## src/rtl/mem_initiator_pkg.sv

```systemverilog
// Shared types for the native memory-port initiator: FSM states, buffered command
// record and the strobe encoding that marks a read.
package mem_initiator_pkg;

    typedef enum logic [1:0] {IDLE, REQ, RESP} state_t;

    typedef struct packed {
        logic [31:0] addr;
        logic [31:0] wdata;
        logic [3:0]  wstrb;
    } mem_cmd_t;

    localparam logic [3:0] WSTRB_READ = 4'b0000;

endpackage

```

## src/rtl/mem_cmd_fifo.sv

```systemverilog
// Synchronous command FIFO for mem_initiator; DEPTH must be a power of two so the
// pointers wrap by natural overflow.
module mem_cmd_fifo
    import mem_initiator_pkg::*;
#(
    parameter int DEPTH = 4,
    localparam int AW = $clog2(DEPTH),
    localparam int CW = AW + 1
) (
    input  logic          clock,
    input  logic          reset,
    input  logic          push,
    input  mem_cmd_t      push_data,
    input  logic          pop,
    output mem_cmd_t      pop_data,
    output logic          full,
    output logic          empty,
    output logic [CW-1:0] count
);

    mem_cmd_t      entries [DEPTH];
    logic [AW-1:0] wr_ptr, rd_ptr;
    logic          do_push, do_pop;

    // A push is refused when full even if a pop frees a slot in the same cycle.
    assign full     = (count == CW'(DEPTH));
    assign empty    = (count == '0);
    assign do_push  = push && !full;
    assign do_pop   = pop && !empty;
    assign pop_data = entries[rd_ptr];

    always_ff @(posedge clock) begin
        if (do_push) entries[wr_ptr] <= push_data;
    end

    always_ff @(posedge clock) begin
        if (reset) begin
            wr_ptr <= '0;
            rd_ptr <= '0;
            count  <= '0;
        end else begin
            if (do_push) wr_ptr <= wr_ptr + AW'(1);
            if (do_pop)  rd_ptr <= rd_ptr + AW'(1);
            count <= count + CW'(do_push) - CW'(do_pop);
        end
    end

endmodule

```

## src/rtl/mem_initiator.sv

```systemverilog
// Native valid/ready memory-port initiator: buffers commands and issues them one at a time.
// Optional request abort after TIMEOUT cycles is enabled by defining MEM_INITIATOR_TIMEOUT_EN.
module mem_initiator
    import mem_initiator_pkg::*;
#(
    parameter int CMD_DEPTH = 4,
    parameter int TIMEOUT   = 256
) (
    input  logic        clock,
    input  logic        reset,
    input  logic        cmd_valid,
    output logic        cmd_ready,
    input  logic [31:0] cmd_addr,
    input  logic [31:0] cmd_wdata,
    input  logic [3:0]  cmd_wstrb,
    output logic        rsp_valid,
    input  logic        rsp_ready,
    output logic [31:0] rsp_rdata,
    output logic        rsp_write,
    output logic        rsp_err,
    output logic        mem_valid,
    input  logic        mem_ready,
    output logic [31:0] mem_addr,
    output logic [31:0] mem_wdata,
    output logic [3:0]  mem_wstrb,
    input  logic [31:0] mem_rdata,
    output logic        busy
);

    localparam int CW = $clog2(CMD_DEPTH) + 1;

    generate
        if (CMD_DEPTH < 2 || (CMD_DEPTH & (CMD_DEPTH - 1)) != 0 || TIMEOUT < 2) begin : g_bad_param
            $error("mem_initiator: CMD_DEPTH must be a power of two >= 2 and TIMEOUT >= 2");
        end
    endgenerate

    state_t        state, state_n;
    mem_cmd_t      head, cmd_in;
    logic          fifo_full, fifo_empty, fifo_pop;
    logic [CW-1:0] fifo_count;
    logic          mem_valid_n, rsp_valid_n, rsp_write_n;
    logic [31:0]   mem_addr_n, mem_wdata_n, rsp_rdata_n;
    logic [3:0]    mem_wstrb_n;

    assign cmd_in    = '{addr: cmd_addr, wdata: cmd_wdata, wstrb: cmd_wstrb};
    assign cmd_ready = !reset && !fifo_full;
    assign busy      = (fifo_count != '0) || (state != IDLE);

    mem_cmd_fifo #(.DEPTH(CMD_DEPTH)) u_fifo (
        .clock     (clock),
        .reset     (reset),
        .push      (cmd_valid && cmd_ready),
        .push_data (cmd_in),
        .pop       (fifo_pop),
        .pop_data  (head),
        .full      (fifo_full),
        .empty     (fifo_empty),
        .count     (fifo_count)
    );

`ifdef MEM_INITIATOR_TIMEOUT_EN
    localparam int TW = $clog2(TIMEOUT);
    logic [TW-1:0] tmo_cnt;
    logic          rsp_err_q, rsp_err_n;

    // Counter is zero whenever outside REQ, so it starts clean on every entry.
    always_ff @(posedge clock) begin
        if (reset || state != REQ) tmo_cnt <= '0;
        else if (!mem_ready)       tmo_cnt <= tmo_cnt + TW'(1);
    end
    assign rsp_err = rsp_err_q;
`else
    assign rsp_err = 1'b0;
`endif

    always_comb begin
        state_n     = state;
        fifo_pop    = 1'b0;
        mem_valid_n = mem_valid;
        mem_addr_n  = mem_addr;
        mem_wdata_n = mem_wdata;
        mem_wstrb_n = mem_wstrb;
        rsp_valid_n = rsp_valid;
        rsp_rdata_n = rsp_rdata;
        rsp_write_n = rsp_write;
`ifdef MEM_INITIATOR_TIMEOUT_EN
        rsp_err_n   = rsp_err_q;
`endif
        case (state)
            IDLE: if (!fifo_empty) begin
                fifo_pop    = 1'b1;
                mem_valid_n = 1'b1;
                mem_addr_n  = head.addr;
                mem_wdata_n = head.wdata;
                mem_wstrb_n = head.wstrb;
                state_n     = REQ;
            end
            REQ: begin
                // A ready on the expiry cycle still completes normally.
                if (mem_ready) begin
                    mem_valid_n = 1'b0;
                    rsp_valid_n = 1'b1;
                    rsp_write_n = (mem_wstrb != WSTRB_READ);
                    rsp_rdata_n = (mem_wstrb == WSTRB_READ) ? mem_rdata : 32'h0;
                    state_n     = RESP;
                end
`ifdef MEM_INITIATOR_TIMEOUT_EN
                else if (tmo_cnt == TW'(TIMEOUT - 1)) begin
                    mem_valid_n = 1'b0;
                    rsp_valid_n = 1'b1;
                    rsp_write_n = (mem_wstrb != WSTRB_READ);
                    rsp_rdata_n = 32'h0;
                    rsp_err_n   = 1'b1;
                    state_n     = RESP;
                end
`endif
            end
            RESP: if (rsp_ready) begin
                rsp_valid_n = 1'b0;
`ifdef MEM_INITIATOR_TIMEOUT_EN
                rsp_err_n   = 1'b0;
`endif
                state_n     = IDLE;
            end
            default: state_n = IDLE;
        endcase
    end

    always_ff @(posedge clock) begin
        if (reset) begin
            state     <= IDLE;
            mem_valid <= 1'b0;
            mem_addr  <= '0;
            mem_wdata <= '0;
            mem_wstrb <= '0;
            rsp_valid <= 1'b0;
            rsp_rdata <= '0;
            rsp_write <= 1'b0;
`ifdef MEM_INITIATOR_TIMEOUT_EN
            rsp_err_q <= 1'b0;
`endif
        end else begin
            state     <= state_n;
            mem_valid <= mem_valid_n;
            mem_addr  <= mem_addr_n;
            mem_wdata <= mem_wdata_n;
            mem_wstrb <= mem_wstrb_n;
            rsp_valid <= rsp_valid_n;
            rsp_rdata <= rsp_rdata_n;
            rsp_write <= rsp_write_n;
`ifdef MEM_INITIATOR_TIMEOUT_EN
            rsp_err_q <= rsp_err_n;
`endif
        end
    end

endmodule

```

## config.mk

```make
export PLATFORM = sky130hd
export DESIGN_NAME = mem_initiator
export DESIGN_NICKNAME = d
export VERILOG_FILES = /design/src/rtl/mem_initiator_pkg.sv /design/src/rtl/mem_cmd_fifo.sv /design/src/rtl/mem_initiator.sv
export SDC_FILE = /design/constraint.sdc
export NUM_CORES = 1
export LEC_CHECK = 0
export ABC_AREA = 1
export BUFFER_PORTS_ARGS = -buffer_cell sky130_fd_sc_hd__clkbuf_2
export CAP_MARGIN = 20
export CORE_UTILIZATION = 50
export DETAILED_ROUTE_END_ITERATION = 8
export PLACE_DENSITY = 0.84
export SETUP_SLACK_MARGIN = 0.02
export SYNTH_ARGS = -nofsm -noshare
export SYNTH_HDL_FRONTEND = slang
export SYNTH_SLANG_ARGS = --single-unit
```

## constraint.sdc

```tcl
create_clock -name clock -period 4.15 [get_ports clock]
set_input_delay 0.6225 -clock clock [delete_from_list [all_inputs] [get_ports clock]]
set_output_delay 0.6225 -clock clock [all_outputs]
set_load 0.1 [all_outputs]
```

After elaboration in Yosys (flattened, before gate mapping)
Memories as Yosys holds them, arrays and structs flattened. A register that Yosys moved wholly into a read port is not among the register bits.
Cells that the tools add are included.
{ "word_totals": {"output_inout_bits": 106, "wordCells": 56, "reg_bits": 44, "n_memories": 1, "mem_bits_ro": 0, "latch_bits": 0, "inputBits": 105, "ram_bits": 272} }
{ "memory_table": {"columns": ["memory", "words", "width", "read_ports", "rd_ports_with_merged_regs", "wr", "line_no", "source"], "rows": [
  ["u_fifo.entries", 4, 68, 1, 1, 1, "mem_cmd_fifo.sv:21", "mem_cmd_t entries [DEPTH];"]
]} }
{ "classes": {"magnitude_cmp": 0, "n_mux": 15, "n_reduce_logical": 21, "n_bitwise": 1, "mul": 0, "n_eq_ne": 6, "add_sub_neg": 4, "shifts": 0, "n_div": 0} }
{ "op_table": {"columns": ["op", "count"], "rows": [
  ["2-to-1 mux 32 bit", 1],
  ["AND reduction 3 bit", 3],
  ["2-to-1 mux 1 bit", 8],
  ["2-to-1 mux 2 bit", 3],
  ["inequality test 2 bit (second input constant)", 3],
  ["case mux 2 bit (3 select lines)", 1],
  ["nonzero test 2 bit", 3],
  ["adder 2 x 1 -> 2 bit (second input constant)", 2],
  ["logical AND 1 bit", 4],
  ["zero test 4 bit", 1],
  ["case mux 1 bit (2 select lines)", 2],
  ["AND reduction 2 bit", 2],
  ["nonzero test 4 bit", 1],
  ["adder 3 x 1 -> 3 bit", 1],
  ["== test 3 bit (second input constant)", 1],
  ["zero test 1 bit", 3],
  ["zero test 3 bit", 1],
  ["nonzero test 3 bit", 1],
  ["subtractor 3 x 1 -> 3 bit", 1],
  ["== test 2 x 1 -> 1 bit (second input constant)", 1],
  ["== test 2 bit (second input constant)", 1],
  ["zero test 2 bit", 1],
  ["logical OR 1 bit", 1],
  ["inverter 1 bit", 1]
]} }

Logic depth before layout (Yosys ltp)
Gate-level depths: netlist (run 1).
{ "depth": {"ltp_word": 7, "ltp_mapped": 14, "depth_no_buf": 13} }

Hierarchy
Synthesis (run 1) repeated with hierarchy kept, for this count alone.
{ "hier_totals": {"cells_unflattened": 1294, "area_unflattened_um2": 14595.2} }
{ "modules_own_cells": {"columns": ["module", "seq_area_each_um2", "instances", "area_each_um2", "cells_per_inst"], "rows": [
  ["mem_cmd_fifo", 8348.0, 1, 10540.1, 726],
  ["mem_initiator", 2102.0, 1, 4055.1, 568]
]} }

Worst setup path before layout (run 1)
Ideal clock, no wire load.
{ "synth_path": {"kind": "input port to flip-flop", "startpoint": "input reset", "endpoint": "memory u_fifo.entries[0][0] (netlist bit), enable pin", "required_ns": 3.655, "t_arrival_ns": 3.875, "path_buffers": 1, "setup_time_ns": 0.495, "path_stages": 4, "path_slack_ns": -0.220, "path_cell_list": "clkbuf_1 inv_1 nand3_1 nor2_1"} }
{ "synth_via": {"elab_chain_len": 6} }
{ "synth_rtl": {"columns": ["item", "line_no", "source"], "rows": [
  ["start, declared", "mem_initiator.sv:10", "input logic reset,"],
  ["zero test 1 bit", "mem_initiator.sv:47", "assign cmd_ready = !reset && !fifo_full;"],
  ["logical AND 1 bit", "mem_initiator.sv:47", null],
  ["logical AND 1 bit", "mem_initiator.sv:53", ".push (cmd_valid && cmd_ready),"],
  ["logical AND 1 bit", "mem_cmd_fifo.sv:28", "assign do_push = push && !full;"],
  ["2-to-1 mux 1 bit", "mem_cmd_fifo.sv:33", "if (do_push) entries[wr_ptr] <= push_data;"],
  ["2-to-1 mux 1 bit (implied by the code)", "mem_cmd_fifo.sv:33", null],
  ["end, declared", "mem_cmd_fifo.sv:21", null]
]} }
No other way between the ends.

Final worst setup path (run 1)
{ "layout_path": {"startpoint": "input reset", "endpoint": "output cmd_ready"} }
{ "layout_via": {"elab_chain_len": 2} }
{ "layout_rtl": {"columns": ["item", "line_no", "source"], "rows": [
  ["zero test 1 bit", "mem_initiator.sv:47", null],
  ["logical AND 1 bit", "mem_initiator.sv:47", null],
  ["end, declared", "mem_initiator.sv:12", "output logic cmd_ready,"]
]} }
No other way between the ends.

==> results of run 1 <==
[metrics by stage]
step / total power, W / hold slack [ns] / utilization, %
4_1_cts: 0.01502 / 0.2864 / 59.70
5_1_grt: 0.01576 / 0.2917 / 59.75
3_3_place_gp: 0.01132 / 0.4440 / 55.43
3_5_place_dp: 0.01151 / 0.4600 / 55.58
6_report: 0.01496 / 0.3032 / 59.78
2_1_floorplan: 0.01045 / 0.4780 / -
[sequential cells by signal, summed over array words and instances, names as in the netlist]
register and cells:
rsp_write 1, rsp_valid 1, rsp_rdata 32, u_fifo.rd_ptr 2, mem_addr 32, mem_wdata 32, mem_valid 1, u_fifo.entries 272
mem_wstrb 4, state 2, u_fifo.count 3, u_fifo.wr_ptr 2
[layer usage]
| layer | routed length [um] | GRT usage, % | vias to the layer above |
|---|---|---|---|
| met5 | 26 | 0 | - |
| met4 | 939 | 7.563 | 4 |
| met3 | 2416 | 4.490 | 70 |
| met2 | 16530 | 35.71 | 324 |
| met1 | 13690 | 24.01 | 5314 |
| li1 | - | - | 5897 |
[cell usage after synthesis (3+ instances only)]
library cell / n
nand2_1: 523
buf_1: 3
inv_2: 4
edfxtp_1: 272
dfxtp_1: 112
ha_1: 6
inv_1: 388
nand3_1: 173
buf_2: 53
buf_4: 11
a21oi_1: 6
nor2_1: 247
buf_6: 5
clkbuf_1: 15
[where the power goes]
part,internal [W],switching [W],total (W)
sequential,0.00466,0.000312,0.00497
clock,0.00211,0.00140,0.00351
combinational,0.00129,0.00519,0.00648
[critical path, delay by kind of cell]
kind	cells	cell delay, ns
AO/OA/AOI/OAI	1	0.17
buffers and inverters	3	1.02
[path summary, 6_finish.rpt]
kind	end
worst min-delay path	u_fifo.entries[2][34]
worst max-delay path	cmd_ready
worst min register to register	rsp_write
worst max register to register	mem_wdata[21]
[layout make-up]
class,instances,area (um^2),share of cell area (%)
Multi-Input combinational cell,967,3996,21.02
Sequential cell,384,10420,54.80
Inverter,392,1475,7.760
Clock inverter,12,115.1,0.6055
Timing Repair Buffer,225,1256,6.608
Tap cell,435,544.3,2.863
Antenna cell,4,10.01,0.05265
Clock buffer,62,1196,6.292
[cells by family (layout without fill, tap and decap cells)]
logic type | Yosys count | count (layout) | share of synthesized area, %
flops | 384 | 384 | 63.83
other cells | 1 | 5 | 0.02299
fa+ha+maj | 7 | 7 | 0.5830
compound gates | 8 | 8 | 0.2454
simple gates | 950 | 950 | 23.35
xor+xnor | 1 | 1 | 0.05371
buf+inv | 479 | 691 | 11.91
==> run_results.csv, run 1 <==
group,metric,value,unit
worst_setup_path,r2r-start,"u_fifo.count[1]",
timing,drv_slew,0,
grt,grt_pass1_vias,11060,
timing,relSlewSlack,27.44,%
synthesis,ys_seq_area_share,63.83,%
timing,setup_ws,1.699,ns
power_and_ir_drop,leakage,9.203,nW
clocking,cts_setup_buffers,0,
clocking,cts_sinks,384,
clocking,cts-resized-gates,0,
cells_and_area,fill_cells,2538,
grt,grt_pass1_wl,53320,um
synthesis,synth.distinct_cells,26,
timing,skew,0.02014,ns
worst_setup_path,crit_type,"input pin to output port",
clocking,clock_latency,0.53,ns
worst_setup_path,reg2reg_depth,8,
floorplan,initial_core_util,51.29,%
timing,period_minus_slack,2.451,ns
worst_setup_path,slowest_delay,0.49,ns
route,route.detailed.drc,0,
route,firstDrtPassIters,5,
placed_design,place_inst,2402,
cells_and_area,stdcell_count,2481,
synthesis,synthArstFlopShare,0,%
cells_and_area,final_common_cell,"nand2_1",
worst_setup_path,cp_max_fo,27,
grt,gr-usage-all-layers,20.21,%
route,vias,11610,
grt,antenna_found_initial,4,
synthesis,synth_area,16310,um^2
synthesis,ys_warn_count,0,
job,cap_violations,0,
synthesis,ys.flop_type,"edfxtp_1",
clocking,cts_max_path_buffers,3,
min_path,hold_depth,1,
grt,overflow,0,
timing,setup_violations,0,
route,wirelength,33600,um
timing,post-route-period-util,59.06,%
cells_and_area,final_cell_mix,"nand2_1 (523), inv_1 (387), edfxtp_1 (272), nor2_1 (241), clkbuf_2 (209)",
timing,tightestPinTransition,1.088,ns
floorplan,die_area,33340,um^2
synthesis,ys_top_cells_by_area,"edfxtp_1 (50%), dfxtp_1 (14%), nand2_1 (12%)",
timing,hold_viol,0,
route,viasPerCell,4.679,
cells_and_area,syn2layout_area_growth,16.56,%
clocking,cts_hold_buf,0,
route,antenna_left,0,
clocking,cts-root-buf,"clkbuf_16",
worst_setup_path,cp-end-kind,"output port",
worst_setup_path,crit_arrival,1.83,ns
min_path,min-delay-start,"cmd_wdata[30]",
clocking,clkSlewWorstSetupHoldPaths,0.06,ns
clocking,cts_tree,"built",
synthesis,yosys.area.top_type,"edfxtp_1",
synthesis,yosys_register_bits,384,
placed_design,hpwl,19920,um
route,wl_per_cell,13.54,um
route,drtIter0Drc,656,
worst_setup_path,path_cells,"clkbuf_2, buf_4, a21oi_1, clkbuf_2",
synthesis,syn-num-nets,1942,
power_and_ir_drop,vdd_ir_drop_max,0.0006381,V
floorplan,die_y,182.6,um
run_status,status,"finished, final reports clean",
synthesis,avgSynthCellArea,8.912,um^2
timing,max_freq,408.0,MHz
placed_design,port_buffers,209,
floorplan,die_w,182.6,um
synthesis,netlist_instances,1830,
cells_and_area,nets,2122,
worst_setup_path,critPathMostFrequentCell,"clkbuf_2",
worst_setup_path,crit_start,"reset",
power_and_ir_drop,power.density,786.8,nW/um^2
placed_design,gp_congestion,0.7591,
worst_setup_path,start_kind,"input pin",
timing,rsz0062_at_grt,"no",
floorplan,coreArea,31800,um^2
worst_setup_path,ff2ff_setup_slack,1.80,ns
clocking,cts.htree.levels,2,
grt,grt_max_degree,101,
floorplan,io_pins,211,
placed_design,dp_slack,1.490,ns
placed_design,dpl_cell_area,17670,um^2
worst_setup_path,crit_required,3.53,ns
clocking,cts_buffers,40,
floorplan,rows,65,
cells_and_area,final_area,19010,um^2
synthesis,synth_top_cell_area_share,50.08,%
timing,tns,0,ns
min_path,hp-class,"input pin to register",
cells_and_area,drive_gt1_share,14.64,%
synthesis,synth_edf_count,272,
worst_setup_path,slowest_stage,"clkbuf_2",
Power figures use the tool's default switching activity.
==> run 2, diff against run 1 <==
--- a/config.mk
+++ b/config.mk
@@ -10,7 +10,7 @@
 export CAP_MARGIN = 20
 export CORE_UTILIZATION = 50
 export DETAILED_ROUTE_END_ITERATION = 8
-export PLACE_DENSITY = 0.84
+export PLACE_DENSITY = 0.82
 export SETUP_SLACK_MARGIN = 0.02
 export SYNTH_ARGS = -nofsm -noshare
 export SYNTH_HDL_FRONTEND = slang
==> constraint.sdc (replaced) <==
create_clock -name clock -period 2.5 [get_ports clock]
set_input_delay 0.375 -clock clock [delete_from_list [all_inputs] [get_ports clock]]
set_output_delay 0.375 -clock clock [all_outputs]
set_load 0.1 [all_outputs]
==> run 2 against run 1 <==
Net effect: sequential power is 65% higher; critical path type is now register to register; core utilization is 0.46 points higher; global-route usage is 0.99 points higher; final cell count is 0.32% higher; design area is 0.76% higher; sequential share of layout area is 0.42 points lower; setup slack worse by 1.5 ns; non-clock buffer count is 7 higher; combinational power is 68% higher; largest power group unchanged; first-iteration DRC count is 3.4% lower; critical path depth is 9 higher; largest cell class unchanged.
==> run_results.csv, run 2 (synthesis gave the netlist of run 1 again) <==
group,metric,value,unit
grt,antenna_found_initial,5,
cells_and_area,stdcell_count,2489,
route,route.detailed.drc,0,
clocking,cts-root-buf,"clkbuf_16",
route,viasPerCell,4.683,
worst_setup_path,r2r_end,"u_fifo.count[2]",
cells_and_area,nets,2129,
placed_design,port_buffers,209,
clocking,cts_setup_buffers,0,
cells_and_area,largest_register,"u_fifo.entries",
worst_setup_path,crit_required,2.91,ns
timing,hold_viol,0,
power_and_ir_drop,leakage,9.277,nW
worst_setup_path,cp-end-kind,"register",
min_path,hold_depth,1,
floorplan,io_pins,211,
timing,drv_slew,0,
floorplan,die_area,33340,um^2
min_path,hold_end,"u_fifo.entries[3][46]",
worst_setup_path,timing.critical_path.buf_inv,3,
floorplan,die_y,182.6,um
placed_design,place_inst,2410,
clocking,clock_latency,0.53,ns
worst_setup_path,crit_arrival,2.66,ns
timing,max_freq,443.3,MHz
power_and_ir_drop,power.density,1314,nW/um^2
route,wirelength,34660,um
floorplan,rows,65,
route,wl_per_cell,13.93,um
worst_setup_path,slowest_stage,"fa_1",
floorplan,coreArea,31800,um^2
clocking,cts_hold_buf,0,
cells_and_area,final_common_cell,"nand2_1",
clocking,cts_tree,"built",
worst_setup_path,r2r-start,"u_fifo.count[1]",
timing,period_minus_slack,2.256,ns
clocking,cts.htree.levels,2,
floorplan,initial_core_util,51.29,%
clocking,clkSlewWorstSetupHoldPaths,0.06,ns
timing,setup_violations,0,
placed_design,hpwl,20640,um
grt,grt_pass1_wl,56240,um
timing,skew,0.01706,ns
grt,overflow,0,
clocking,cts-resized-gates,0,
route,firstDrtPassIters,5,
clocking,cts_buffers,40,
grt,gr-usage-all-layers,21.19,%
grt,grt_pass1_vias,11510,
cells_and_area,fill_cells,2554,
floorplan,die_w,182.6,um
worst_setup_path,slowest_delay,0.40,ns
cells_and_area,largest_reg_flops,272,
worst_setup_path,reg2reg_depth,13,
timing,tightestPinTransition,0.8922,ns
route,vias,11660,
worst_setup_path,path_delay_family,"adder cells",
clocking,cts_sinks,384,
min_path,hp-class,"input pin to register",
timing,post-route-period-util,90.23,%
worst_setup_path,crit_type,"register to register",
grt,grt_max_degree,140,
cells_and_area,post-route-util,60.24,%
min_path,min-delay-start,"cmd_addr[10]",
worst_setup_path,path_cells,"nor2_4, nand2_1, nand2_4, inv_1, ha_1, inv_1, ha_1, inv_1, fa_1, xor2_1, nand2_1, nand2_1, nor2_1",
worst_setup_path,start_kind,"register",
cells_and_area,syn2layout_area_growth,17.45,%
route,drtIter0Drc,634,
route,antenna_left,0,
clocking,cts_max_path_buffers,3,
power_and_ir_drop,vdd_ir_drop_max,0.001307,V
run_status,status,"finished, final reports clean",
worst_setup_path,ff2ff_setup_slack,0.24,ns
timing,relSlewSlack,40.52,%
placed_design,gp_congestion,0.7673,
worst_setup_path,cp_max_fo,4,
cells_and_area,drive_gt1_share,15.28,%
cells_and_area,final_cell_mix,"nand2_1 (523), inv_1 (387), edfxtp_1 (272), nor2_1 (241), clkbuf_2 (209)",
timing,hold_ws,0.06114,ns
job,cap_violations,0,
timing,rsz0062_at_grt,"no",
run 2: changes by cell type in the layout (fill, tap and decap cells not counted), moves of 2 or more:
cell / delta
clkinv_1: -2
buf_12: +5
diode_2: +2
bufinv_16: +2
buf_4: +4
clkbuf_1: -5
run 2: final cells by class:
class                           instances  area (um^2)  area share (%)
Antenna cell                            6        15.01         0.07838
Clock inverter                         17        214.0           1.117
Clock buffer                           56         1146           5.983
Timing Repair Buffer                  232         1344           7.015
Inverter                              392         1475           7.701
Sequential cell                       384        10420           54.38
Tap cell                              435        544.3           2.841
Multi-Input combinational cell        967         4000           20.88
run 2: routing by layer:
metal  up-vias  track usage, %  part of all wire (%)
li1       5913               -                     -
met1      5359           25.14                    41
met2       334           38.20                    50
met3        51           5.009                   7.2
met4         0           5.882                   1.8
met5         -               0                     0
run 2: worst max path at each step:
stage               startpoint  cells past startpoint                   end  slack [ns]
6_report       u_fifo.count[1]                     13       u_fifo.count[2]        0.24
5_1_grt        u_fifo.count[1]                     13       u_fifo.count[2]        0.07
4_1_cts        u_fifo.count[1]                     13       u_fifo.count[2]        0.27
3_5_place_dp   u_fifo.count[1]                     13       u_fifo.count[2]        0.28
3_3_place_gp   u_fifo.count[1]                     13       u_fifo.count[2]        0.33
2_1_floorplan            reset                      4  u_fifo.entries[0][0]       -0.55
run 2: where the power goes:
part | internal (W) | switching (W)
Sequential | 0.00773 | 0.000489
Combinational | 0.00215 | 0.00877
Clock | 0.00364 | 0.00239
Total | 0.0135 | 0.0117
run 2: stage by stage:
step                      power, W  TNS [ns]  area, um^2  worst slack, ns
after floorplan            0.01734   -148.62       16320          -0.5464
after global placement     0.01903         0       17780           0.3347
after detailed placement   0.01928         0       17780           0.2830
after CTS                  0.02536         0       19140           0.2685
after global routing       0.02655         0       19150          0.07355
final                      0.02518         0       19160           0.2442
